**src/rtl/sdram_port_arbiter.sv**
```systemverilog
// Round-robin arbiter sharing the SDRAM command port between two write and two read burst ports.
// Define ARB_FIXED_PRIO_EN to replace round-robin with fixed priority (WR0 > WR1 > RD0 > RD1).
module sdram_port_arbiter #(
    parameter int unsigned ASIZE      = 23,
    parameter int unsigned USEW       = 9,
    parameter int unsigned FIFO_DEPTH = 256,
    parameter int unsigned BURST      = 8
) (
    input  logic               CLK,
    input  logic               RESET_N,
    input  logic               INIT_DONE,
    input  logic               LOAD,
    input  logic [4*ASIZE-1:0] BASE_ADDR,
    input  logic [4*ASIZE-1:0] END_ADDR,
    input  logic [2*USEW-1:0]  WR_USE,
    input  logic [2*USEW-1:0]  RD_USE,
    input  logic [1:0]         RD_ACTIVE,
    input  logic               CMD_ACK,
    output logic [2:0]         CMD,
    output logic [ASIZE-1:0]   ADDR,
    output logic [1:0]         WR_STB,
    output logic [1:0]         RD_STB,
    output logic [1:0]         GRANT,
    output logic               BUSY
);

    localparam int unsigned CW = $clog2(BURST + 1);
    localparam logic [2:0] CmdNop   = 3'b000;
    localparam logic [2:0] CmdRead  = 3'b001;
    localparam logic [2:0] CmdWrite = 3'b010;

    typedef logic [ASIZE:0] ext_t;
    localparam logic [CW-1:0]   CntLast  = CW'(BURST - 1);
    localparam logic [USEW-1:0] WrThresh = USEW'(BURST);
    localparam logic [USEW-1:0] RdThresh = USEW'(FIFO_DEPTH - BURST);
    localparam ext_t            BurstA   = ext_t'(BURST);

    typedef enum logic [1:0] {StIdle, StIssue, StData, StAdv} state_e;

    state_e           state_q, state_d;
    logic [2:0]       cmd_q, cmd_d;
    logic [ASIZE-1:0] addr_q, addr_d;
    logic [1:0]       wr_stb_q, wr_stb_d, rd_stb_q, rd_stb_d, grant_q, grant_d;
    logic             busy_q, busy_d, load_pend_q, load_pend_d;
    logic [CW-1:0]    cnt_q, cnt_d;
    logic [ASIZE-1:0] ptr_q [4];
    logic [ASIZE-1:0] ptr_d [4];
    logic [ASIZE-1:0] base [4];
    logic [ASIZE-1:0] end_a [4];
    logic [3:0]       req;
    logic [1:0]       win;
    ext_t             nxt;

    always_comb begin
        for (int i = 0; i < 4; i++) begin
            base[i]  = BASE_ADDR[i*ASIZE +: ASIZE];
            end_a[i] = END_ADDR[i*ASIZE +: ASIZE];
        end
        for (int j = 0; j < 2; j++) begin
            req[j]   = WR_USE[j*USEW +: USEW] >= WrThresh;
            req[j+2] = RD_ACTIVE[j] && (RD_USE[j*USEW +: USEW] <= RdThresh);
        end
    end

`ifdef ARB_FIXED_PRIO_EN
    always_comb begin
        win = 2'd0;
        for (int k = 3; k >= 0; k--) begin
            if (req[k]) win = 2'(k);
        end
    end
`else
    logic [1:0] last_q, last_d;
    logic [1:0] idx;
    logic       found;

    // Search starts one past the last grant, wrapping back to it last.
    always_comb begin
        win   = 2'd0;
        found = 1'b0;
        idx   = 2'd0;
        for (int k = 1; k <= 4; k++) begin
            idx = last_q + 2'(k);
            if (!found && req[idx]) begin
                found = 1'b1;
                win   = idx;
            end
        end
    end
`endif

    always_comb begin
        state_d     = state_q;
        cmd_d       = cmd_q;
        addr_d      = addr_q;
        wr_stb_d    = wr_stb_q;
        rd_stb_d    = rd_stb_q;
        grant_d     = grant_q;
        busy_d      = busy_q;
        cnt_d       = cnt_q;
        load_pend_d = load_pend_q;
        ptr_d       = ptr_q;
        nxt         = ext_t'(ptr_q[grant_q]) + BurstA;
`ifndef ARB_FIXED_PRIO_EN
        last_d      = last_q;
`endif
        unique case (state_q)
            StIdle: begin
                if (LOAD) begin
                    ptr_d       = base;
                    load_pend_d = 1'b0;
                end
                if (INIT_DONE && (|req)) begin
                    state_d = StIssue;
                    grant_d = win;
                    busy_d  = 1'b1;
                    cmd_d   = win[1] ? CmdRead : CmdWrite;
                    addr_d  = LOAD ? base[win] : ptr_q[win];
`ifndef ARB_FIXED_PRIO_EN
                    last_d  = win;
`endif
                end
            end
            StIssue: begin
                if (LOAD) load_pend_d = 1'b1;
                if (CMD_ACK) begin
                    state_d = StData;
                    cmd_d   = CmdNop;
                    addr_d  = '0;
                    cnt_d   = '0;
                    if (grant_q[1]) rd_stb_d[grant_q[0]] = 1'b1;
                    else            wr_stb_d[grant_q[0]] = 1'b1;
                end
            end
            StData: begin
                if (LOAD) load_pend_d = 1'b1;
                if (cnt_q == CntLast) begin
                    state_d  = StAdv;
                    wr_stb_d = 2'b00;
                    rd_stb_d = 2'b00;
                end else begin
                    cnt_d = cnt_q + 1'b1;
                end
            end
            StAdv: begin
                state_d = StIdle;
                busy_d  = 1'b0;
                // A pending or coincident reload takes precedence over the advance.
                if (LOAD || load_pend_q) begin
                    ptr_d       = base;
                    load_pend_d = 1'b0;
                end else if (nxt > ext_t'(end_a[grant_q])) begin
                    ptr_d[grant_q] = base[grant_q];
                end else begin
                    ptr_d[grant_q] = nxt[ASIZE-1:0];
                end
            end
            default: state_d = StIdle;
        endcase
    end

    always_ff @(posedge CLK or negedge RESET_N) begin
        if (!RESET_N) begin
            state_q     <= StIdle;
            cmd_q       <= CmdNop;
            addr_q      <= '0;
            wr_stb_q    <= 2'b00;
            rd_stb_q    <= 2'b00;
            grant_q     <= 2'd0;
            busy_q      <= 1'b0;
            cnt_q       <= '0;
            load_pend_q <= 1'b0;
            for (int i = 0; i < 4; i++) ptr_q[i] <= '0;
`ifndef ARB_FIXED_PRIO_EN
            last_q      <= 2'd3;
`endif
        end else begin
            state_q     <= state_d;
            cmd_q       <= cmd_d;
            addr_q      <= addr_d;
            wr_stb_q    <= wr_stb_d;
            rd_stb_q    <= rd_stb_d;
            grant_q     <= grant_d;
            busy_q      <= busy_d;
            cnt_q       <= cnt_d;
            load_pend_q <= load_pend_d;
            ptr_q       <= ptr_d;
`ifndef ARB_FIXED_PRIO_EN
            last_q      <= last_d;
`endif
        end
    end

    assign CMD    = cmd_q;
    assign ADDR   = addr_q;
    assign WR_STB = wr_stb_q;
    assign RD_STB = rd_stb_q;
    assign GRANT  = grant_q;
    assign BUSY   = busy_q;

endmodule
```
**config.mk**
```make
export PLATFORM = sky130hd
export DESIGN_NAME = sdram_port_arbiter
export DESIGN_NICKNAME = d
export VERILOG_FILES = /design/src/rtl/sdram_port_arbiter.sv
export SDC_FILE = /design/constraint.sdc
export NUM_CORES = 1
export LEC_CHECK = 0
export BUFFER_PORTS_ARGS = -buffer_cell sky130_fd_sc_hd__buf_2
export CAP_MARGIN = 20
export CORE_MARGIN = 1
export CORE_UTILIZATION = 23
export DETAILED_ROUTE_END_ITERATION = 10
export GPL_TIMING_DRIVEN = 0
export PLACE_DENSITY = 0.43
export SLEW_MARGIN = 20
export SYNTH_ARGS = -nofsm -noshare
export SYNTH_HDL_FRONTEND = slang
export SYNTH_SLANG_ARGS = --single-unit
```
**constraint.sdc**
```tcl
create_clock -name CLK -period 5.89 [get_ports CLK]
set_clock_uncertainty 0.2 [all_clocks]
set_input_delay 0.2945 -clock CLK [delete_from_list [all_inputs] [get_ports CLK]]
set_output_delay 0.2945 -clock CLK [all_outputs]
set_load 0.05 [all_outputs]
```
# After elaboration in Yosys (flattened, before gate mapping)
# Index checks and enable logic that the tools add are counted.
word_totals:
  regBits: 134
  latch_bits: 0
  ramBits: 0
  mem_bits_ro: 0
  input_bits: 227
  output_inout_bits: 33
  word_cells: 145
  memories: 0
op_classes:
  n_addsub: 5
  n_mul: 0
  div_mod_pow: 0
  order_cmp: 14
  eq_ne: 13
  shift: 0
  mux: 68
  bitwise: 4
  n_reduce_logical: 27
ops:
  columns: ["op", "count"]
  rows:
  - ["$mux W23", 14]
  - ["$mux W92", 3]
  - ["$bmux W23 S2", 5]
  - ["$bwmux W92", 2]
  - ["$pmux W92 S2", 1]
  - ["$demux W23 S2", 1]
  - ["$pmux W23 S2", 1]
  - ["$mux W2", 13]
  - ["$add A23 B4 Y24 const B", 1]
  - ["$gt A24 B23 Y1", 1]
  - ["$ge A9 B4 Y1 const B", 2]
  - ["$le A9 B8 Y1 const B", 2]
  - ["$ne A2 B2 Y1 const B", 8]
  - ["$lt A2 B3 Y1 const B", 4]
  - ["$mux W1", 12]
  - ["$reduce_and A3 Y1", 4]
  - ["$bmux W1 S2", 4]
  - ["$logic_and A1 B1 Y1", 8]
  - ["$mux W4", 2]
  - ["$pmux W2 S2", 2]
  - ["$pmux W2 S4", 1]
  - ["$pmux W4 S2", 1]
  - ["$reduce_and A4 Y1", 2]
  - ["$ge A3 B3 Y1 const B", 2]
  - ["24 further kinds", 35]

# Depth between registers and ports, before layout
# Gate-level depths: netlist of the first run.
logic_depth:
  word_depth: 21
  mapped_depth: 24
  mapped_depth_nobuf: 19

# Worst setup path before layout of the first run
# No wires, ideal clock.
synth_path:
  kind: "reg-to-reg"
  start: "register grant_q[1], in the netlist GRANT[1]"
  end: "register ptr_q[81] (netlist name)"
  setup_ns: 0.139
  arrival_ns: 5.093
  required_time_ns: 5.551
  setup_slack_ns: 0.458
  path_stages_with_launch: 25
  n_path_buf: 5
  synth_period_minus_slack_ns: 5.432
  cell_sequence: "dfrtp_1 buf_2 buf_2 buf_4 mux4_2 ha_1 nand2_1 o22ai_1 nand3_1 or2_4 nor2b_1 xnor2_1 inv_1 ha_1 a211oi_1 o21ai_0 a221oi_1 o21a_1 o31a_1 a21boi_4 or2_4 buf_12 nor3_4 buf_6 a221oi_2"
synth_between:
  elab_chain_len: 9
  elab_cells_between_ends: 22
  cone_classes: "add/sub (1); order compare (3); mux (16); bitwise (1); reduce/logical (1)"
synth_lines:
  columns: ["item", "line_no", "rtl"]
  rows:
  - ["start, declared", "43", "logic [1:0] wr_stb_q, wr_stb_d, rd_stb_q, rd_stb_d, grant_q, grant_d;"]
  - ["start signal, assigned", "183", "grant_q <= grant_d;"]
  - ["$not A2 Y3 (not written as such) *", null, null]
  - ["$bmux W23 S2 (tied with other cells)", "103", "nxt = ext_t'(ptr_q[grant_q]) + BurstA;"]
  - ["$mux W23 (not written as such) or $logic_and A1 B1 Y1 (tied branches)", "103, 153, 155", null]
  - ["$mux W23, on equally long branches", "103, 153, 155", null]
  - ["$add A23 B4 Y24 or $demux W23 S2 (tied branches)", "103, 153, 155", null]
  - ["$gt A24 B23 Y1 (tied with other cells)", "152", "end else if (nxt > ext_t'(end_a[grant_q])) begin"]
  - ["$mux W92 *", "152", null]
  - ["$mux W92 *", "149", "if (LOAD || load_pend_q) begin"]
  - ["$pmux W92 S2 *", "107", "unique case (state_q)"]
  - ["end signal, assigned", "187", "ptr_q <= ptr_d;"]
  - ["end, declared", "46", "logic [ASIZE-1:0] ptr_q [4];"]
# Mark *: on every way between the ends. The rest lies on a longest branch, timed or not. The select of a mux whose other input is x is not followed.
# A chain may end at the register's enable or synchronous reset.

# Worst setup path in the final report of the first run
layout_path:
  start: "register grant_q[0], in the netlist GRANT[0]"
  end: "register ptr_q[91] (netlist name)"
# The elaborated chain is that of the path after synthesis.

==> results of run 1 <==
[stage by stage]
stage,power [mW],cells,instance area [um^2],hold WS [ns],util
floorplan,5.14,991,9880,-0.201,-
global placement,6.72,1782,11800,0.263,0.280
detailed placement,6.78,1783,11900,0.0269,0.281
CTS,8.22,1906,13500,0.00413,0.320
global route,8.88,1910,13700,0.0237,0.324
finish,8.33,1910,13700,0.0209,0.324
[cells in the mapped netlist (3+ instances only)]
library cell,number,share of area
nor2b_1,11,0.0070
mux2_2,12,0.014
and2_1,8,0.0051
nand2_1,81,0.031
buf_2,14,0.0071
a211oi_1,3,0.0023
xor2_1,7,0.0062
ha_1,28,0.035
a21oi_1,42,0.021
clkbuf_1,28,0.011
o221ai_1,3,0.0027
a31oi_1,6,0.0038
dfrtp_1,131,0.33
inv_1,103,0.039
and3_1,7,0.0044
o21ai_1,4,0.0020
a221o_1,13,0.013
o21a_1,7,0.0053
a221oi_1,43,0.038
or3_1,5,0.0032
buf_6,4,0.0046
o21ai_0,60,0.030
mux4_1,4,0.011
mux4_2,65,0.15
nand2b_1,8,0.0051
mux2i_1,71,0.072
a221oi_2,10,0.015
buf_4,4,0.0030
buf_1,7,0.0027
o22ai_1,3,0.0019
nand4_1,4,0.0025
nor2_2,3,0.0019
nand3_1,15,0.0076
nor3_1,19,0.0096
xnor2_1,11,0.0098
nor2_1,98,0.037
o22a_1,3,0.0027
[power by group]
part / leakage [nW] / internal, mW / switching (mW) / total [mW]
Combinational: 4.23 / 2.18 / 3.26 / 5.44
Sequential: 1.56 / 1.36 / 0.338 / 1.69
Clock: 0.302 / 0.745 / 0.457 / 1.20
[worst max-delay path: cells and delay by family, from the launching register on]
kind                     cells  cell delay (ns)
AO/OA/AOI/OAI                5             1.33
XOR/XNOR                     1             0.17
adder cells (fa/ha/maj)      2             0.55
buffers and inverters        7             1.14
flip-flops                   1             0.40
multiplexers                 1             0.40
AND/OR/NAND/NOR              8             1.36
[layer usage]
metal	GRT usage	part of all wire	vias up	wire length, um
met2	0.318	0.47	399	20100
met3	0.0416	0.061	73	2650
met1	0.266	0.44	4726	19200
met5	0	0.0010	-	44
met4	0.0639	0.028	8	1210
li1	-	-	4360	-
[worst paths after layout]
kind | start | to | slack [ns] | cells past startpoint
min in group asynchronous | RESET_N | ADDR[16]$_DFFE_PN0P_ | 0.16 | 2
worst min-delay path | BASE_ADDR[4] | ptr_q[73]$_DFFE_PN0P_ | 0.02 | 3
worst max-delay path | GRANT[0]$_DFFE_PN0P_ | ptr_q[91]$_DFFE_PN0P_ | 0.23 | 24
worst max register to register | GRANT[0]$_DFFE_PN0P_ | ptr_q[91]$_DFFE_PN0P_ | 0.23 | 24
worst min register to register | ADDR[10]$_DFFE_PN0P_ | ADDR[10]$_DFFE_PN0P_ | 0.27 | 2
max in group asynchronous | RESET_N | last_q[0]$_DFFE_PN1P_ | 4.53 | 3
[layout make-up]
cell class | count | area share
buffer | 61 | 0.0279
multi-input combinational | 694 | 0.440
inverter | 103 | 0.0283
timing repair buffer | 348 | 0.164
tap | 539 | 0.0494
clock inverter | 11 | 0.0126
sequential | 133 | 0.244
clock buffer | 21 | 0.0345
[repair_timing]
action | CTS | global route
cloned | 0 | 0
hold buffers | 83 | 0
endpoints found under the hold margin | 127 | 0
setup endpoints to repair | 92 | 80
pin swaps | 6 | 5
gates resized for setup | 20 | 24
setup buffers | 8 | 4
[cell families after synthesis]
family	count (synthesis)	synth area share
simple gates	277	0.132
compound gates	214	0.156
other cells	1	0.000380
flops	133	0.337
mux	154	0.247
xor+xnor	20	0.0193
buf+inv	164	0.0732
fa+ha+maj	28	0.0355
[state kept, by name, indices dropped and copies added, names as in the netlist, 2 cells and up]
| register | count |
|---|---|
| CMD | 2 |
| ADDR | 23 |
| last_q | 2 |
| WR_STB | 2 |
| ptr_q | 92 |
| RD_STB | 2 |
| state_q | 2 |
| GRANT | 2 |
| cnt_q | 4 |
==> results.md, run 1 <==
* Outcome: completed
* Synth Cell Area at a little under 0.01 mm^2
* Clk slew on worst S/H paths at 0.06 ns
* Arrival time of the worst setup path at 5.78 ns
* Most frequent cells in the layout: 262 x buf_2, 131 x dfrtp_1, 103 x inv_1
* TritonCTS clock tree: done
* Max cap viols at 0
* CP cell instances: buf_8, buf_12, buf_8, mux4_2, ha_2, nand2_1, o22ai_4, nand3_2, or2_4, nor2b_4, xnor2_4, inv_1, ha_1, nand3_1, nor3_2, o31ai_1, o31a_1, a21boi_4, or2_4, buf_12, nor3_4, buf_4, buf_6, a221o_1
* Post-synth cell types at 71
* Fin crit share at 0.962
* HP Class: in2reg
* Vias in the first global route at 9864
* # diodes at 0
* Area Growth Syn to Fin at 38.2%
* Pin count of the biggest net entering global routing at 89
* Synth Flop Type: dfrtp_1
* Mapped Nets at 1246
* Initial antenna violation count at 4
* Gr ovfl total at 0
* Most common cell after layout, fill and taps aside: buf_2
* Cell count after synthesis at 991
* Mapped Avg Cell Area at 9.97 um^2
* Multi-input gate area in the final layout at 0.00600 mm^2
* Worst path required time at 6.00 ns
* Post-synth ARST share at 1.00
* Final Hold Viols at 0
* Nets@finish at roughly 1600
* 1st-iter DRT viols at 659
* Maximum vdd drop at 0.236 mV
* Place WS at -0.999 ns
* PortBufs at 252
* Max-slew violation count at 0
* Drt wl/cell at 22.6 um
* # rows at between 70 and 80
* DR vias/cell at 5.01
* CP Max Fanout at 10
* Die width at 209 um
* Achievable Freq at 177 MHz
* Final total negative setup slack at 0 ns
* Gr usage total at 0.198
* Worst Setup Slack, final at 0.225 ns
* PD cells at 610 mW/mm^2
* Register area at 0.00333 mm^2
* Core area at 0.0421 mm^2
* CTS root buffer: clkbuf_16
* Slowest-stage cell, CP: dfrtp_1
* Clk sinks at 133
* First-pass GRT wire length at 63400 um
* Fin crit period at 5.66 ns
* Crit start category: flop
* WL final at about 43000 um
* Final-report setup violation count at 0
* Yosys reg bits at 133
* Layout cells sized above 1 at 0.335
* Starting density of the core at 0.234
* Pleak at approximately 6.1 nW
* Worst-Margin Slew at about 1.1 ns
* Post-DP HPWL at 32300 um
* # fillers at 4480
* DR vias at roughly 9600
* Total CTS buffers at 17
* Clk_lat worst skew at approximately 0.44 ns
* DRT Pass-1 Iters at 6
* Crit path capture type: flop
* DRC errors left at 0
* H-Tree Depth at 4
* GPL Wtd Cong at 0.852
* Die ar. at 0.0438 mm^2
* Setup Crit Path Kind: reg2reg
* Die height at 209 um
* Post-synth EDFFs at 0
* Critical Path Max Stage Delay at around 0.40 ns
* Ys Warns at 0
* Ports at 260
* Max-slew headroom at 0.236
* Final ANT Viol Nets at 0
* CTS Buffer Depth at 2
* Seq/Total Area, Yosys at 0.337
No activity file was read; power rests on OpenSTA's default activity.
==> run 2: changes to the inputs <==
==> constraint.sdc (replaced) <==
create_clock -name CLK -period 6.45 [get_ports CLK]
set_clock_uncertainty 0.2 [all_clocks]
set_input_delay 0.3225 -clock CLK [delete_from_list [all_inputs] [get_ports CLK]]
set_output_delay 0.3225 -clock CLK [all_outputs]
set_load 0.05 [all_outputs]
==> run 2 against run 1 <==
The flow now finishes with violations (negative hold slack). Sequential power shrank 8%. Clock power shrank 8%. Cell area shrank 2.1%. Non-clock buffer count shrank 14. Wire length is essentially flat. Sequential share of layout area grew 0.52 points. Flip-flop and latch count is the same. First-iteration DRC count grew 2.4%. Global-route usage shrank 0.10 points. Cell count shrank 0.68%. Critical path depth shrank 2. Worst hold slack lost 0.024 ns.
==> results.md, run 2 (same netlist as run 1, synthesis figures left out) <==
* Most common cell after layout, fill and taps aside: buf_2
* DR vias/cell at 5.02
* Gr ovfl total at 0
* Worst hold start: BASE_ADDR[21]
* Most frequent cells in the layout: 260 x buf_2, 131 x dfrtp_1, 103 x inv_1
* Setup Crit Path Kind: reg2reg
* Pin count of the biggest net entering global routing at between 80 and 90
* Outcome: finished with violations
* PortBufs at 252
* CTS Buffer Depth at 2
* Pint at 3.79 mW
* Worst path required time at ~6.6 ns
* Hold slack at -0.00313 ns
* First-pass GRT wire length at about 63000 um
* Core area at 0.0421 mm^2
* Top cell family by delay on the critical path: compound AO/OA/AOI/OAI gates
* Pleak at 5.99 nW
* Clk slew on worst S/H paths at 0.06 ns
* Largest register FFs at 92
* Crit path capture type: flop
* H-Tree Depth at 4
* Gr usage total at 0.197
* Slowest-stage cell, CP: o31a_1
* Clk sinks at approximately 130
* Maximum vdd drop at around 0.21 mV
* Final ANT Viol Nets at 0
* Post-DP HPWL at 32300 um
* GPL Wtd Cong at around 0.85
* Max-slew violation count at 0
* DR vias at 9529
* Total CTS buffers at 17
* Buf/Inv on CP at 5
* TritonCTS clock tree: done
* # rows at 75
* Final Hold Viols at 2
* DRC errors left at 0
* HP Class: in2reg
* # diodes at 0
* Critical path's most frequent cell: buf_4
* Most flops, register: ptr_q
* Vias in the first global route at 9766
* Achievable Freq at 163 MHz
* Clk network pwr share at 0.148
* CP cell instances: clkbuf_4, buf_4, buf_4, mux4_2, ha_1, nand2_1, o22ai_2, nand3_1, or2_4, nor2b_1, xnor2_2, inv_1, ha_1, nand3_1, nor3_1, o31ai_1, o31a_1, a21boi_4, o21ai_1, a21oi_4, buf_4, mux2_1
* Area Growth Syn to Fin at 35.3%
* CP Max Fanout at 10
* FF-to-FF Start: GRANT[1]$_DFFE_PN0P_
* RSZ-0062 raised after global routing: false
* Initial antenna violation count at 4
* Critical Path Max Stage Delay at between 0.3 and 0.4 ns
* CTS root buffer: clkbuf_16
* Fin crit period at 6.13 ns
* Die ar. at 0.0438 mm^2
* PD cells at 557 mW/mm^2
* Failing checks: negative hold slack
* Worst Setup SP: GRANT[1]$_DFFE_PN0P_
* Comb power frac at 0.644
* Switching share of total power at 0.490
* Layout cells sized above 1 at 0.323
* Crit start category: flop
* Nets@finish at 1600
* Fin crit share at 0.951
* Drt wl/cell at 22.8 um
* Arrival time of the worst setup path at 6.25 ns
* Total design power at about 7.4 mW
* Die height at 209 um
* 1st-iter DRT viols at slightly below 700
* WL final at 43200 um
* DRT Pass-1 Iters at 5
* Die width at between 200 and 250 um
* Starting density of the core at 0.234
* Sequential power share at 0.208
* Worst-Margin Slew at ~1.1 ns
* Ports at 260
* Clk_lat worst skew at 0.44 ns
* Max cap viols at 0
* Final core occ at 0.317
* Final-report setup violation count at 0
* NetSw at 3.65 mW
* Max-slew headroom at 0.248
run 2: repair_timing:
item	4_1_cts	5_1_grt
setup buffers	3	4
gates resized for setup	4	9
cloned	0	1
endpoints found under the setup margin	71	67
hold buffers	74	0
hold endpoints to repair	118	0
pin swaps	3	4
run 2: metrics by stage:
stage                     setup TNS (ns)  hold slack [ns]  instances  cell area (um^2)  setup slack, ns
after floorplan                        0           -0.173        991              9880             1.02
after global placement            -15.71            0.263       1782             11800           -0.415
after detailed placement          -16.84           0.0549       1783             11900           -0.439
after CTS                              0         0.000237       1892             13300           0.0149
after global routing                   0          0.00806       1897             13400           0.0300
final                                  0         -0.00313       1897             13400            0.315
run 2: metal layers:
metal | track usage | up-vias | share of wire
met5 | 0 | - | 0.0010
met4 | 0.0624 | 8 | 0.025
met3 | 0.0391 | 73 | 0.066
met2 | 0.316 | 406 | 0.46
met1 | 0.267 | 4699 | 0.44
li1 | - | 4343 | -
run 2: worst register-to-register path: cells and delay by family, from the launching register on:
kind,cells,cell delay [ns]
xor gates and xnor gates,1,0.22
muxes,2,0.63
and+or+nand+nor,6,1.22
adders and majority gates,2,0.58
DFF,1,0.34
AOI/OAI and AO/OA,6,1.50
buffers and inverters,5,1.32
run 2: path summary, 6_finish.rpt:
kind / depth (start not counted) / slack, ns / end
setup / recovery: 22 / 0.32 / ptr_q[71]$_DFFE_PN0P_
hold / removal: 3 / -0.003 / ptr_q[90]$_DFFE_PN0P_
setup reg to reg: 22 / 0.32 / ptr_q[71]$_DFFE_PN0P_
hold reg to reg: 2 / 0.27 / ADDR[10]$_DFFE_PN0P_
max in group asynchronous: 3 / 5.06 / last_q[0]$_DFFE_PN1P_
min in group asynchronous: 2 / 0.19 / ADDR[16]$_DFFE_PN0P_
run 2: layout make-up:
cell class / count / area (um^2)
Sequential cell: 133 / 3330
Fill cell: 4501 / 28800
Inverter: 103 / 387
Clock inverter: 11 / 173
Timing Repair Buffer: 334 / 2090
Multi-Input combinational cell: 695 / 5890
Clock buffer: 21 / 470
Buffer: 61 / 350
Tap cell: 539 / 674
run 2: power by group through the flow:
stage	sequential [mW]	combinational, mW	clock (mW)
finish	1.55	4.79	1.10
global route	1.60	5.18	1.15
CTS	1.54	4.72	1.12
detailed placement	1.55	4.65	0
global placement	1.54	4.60	0
floorplan	1.68	3.01	0
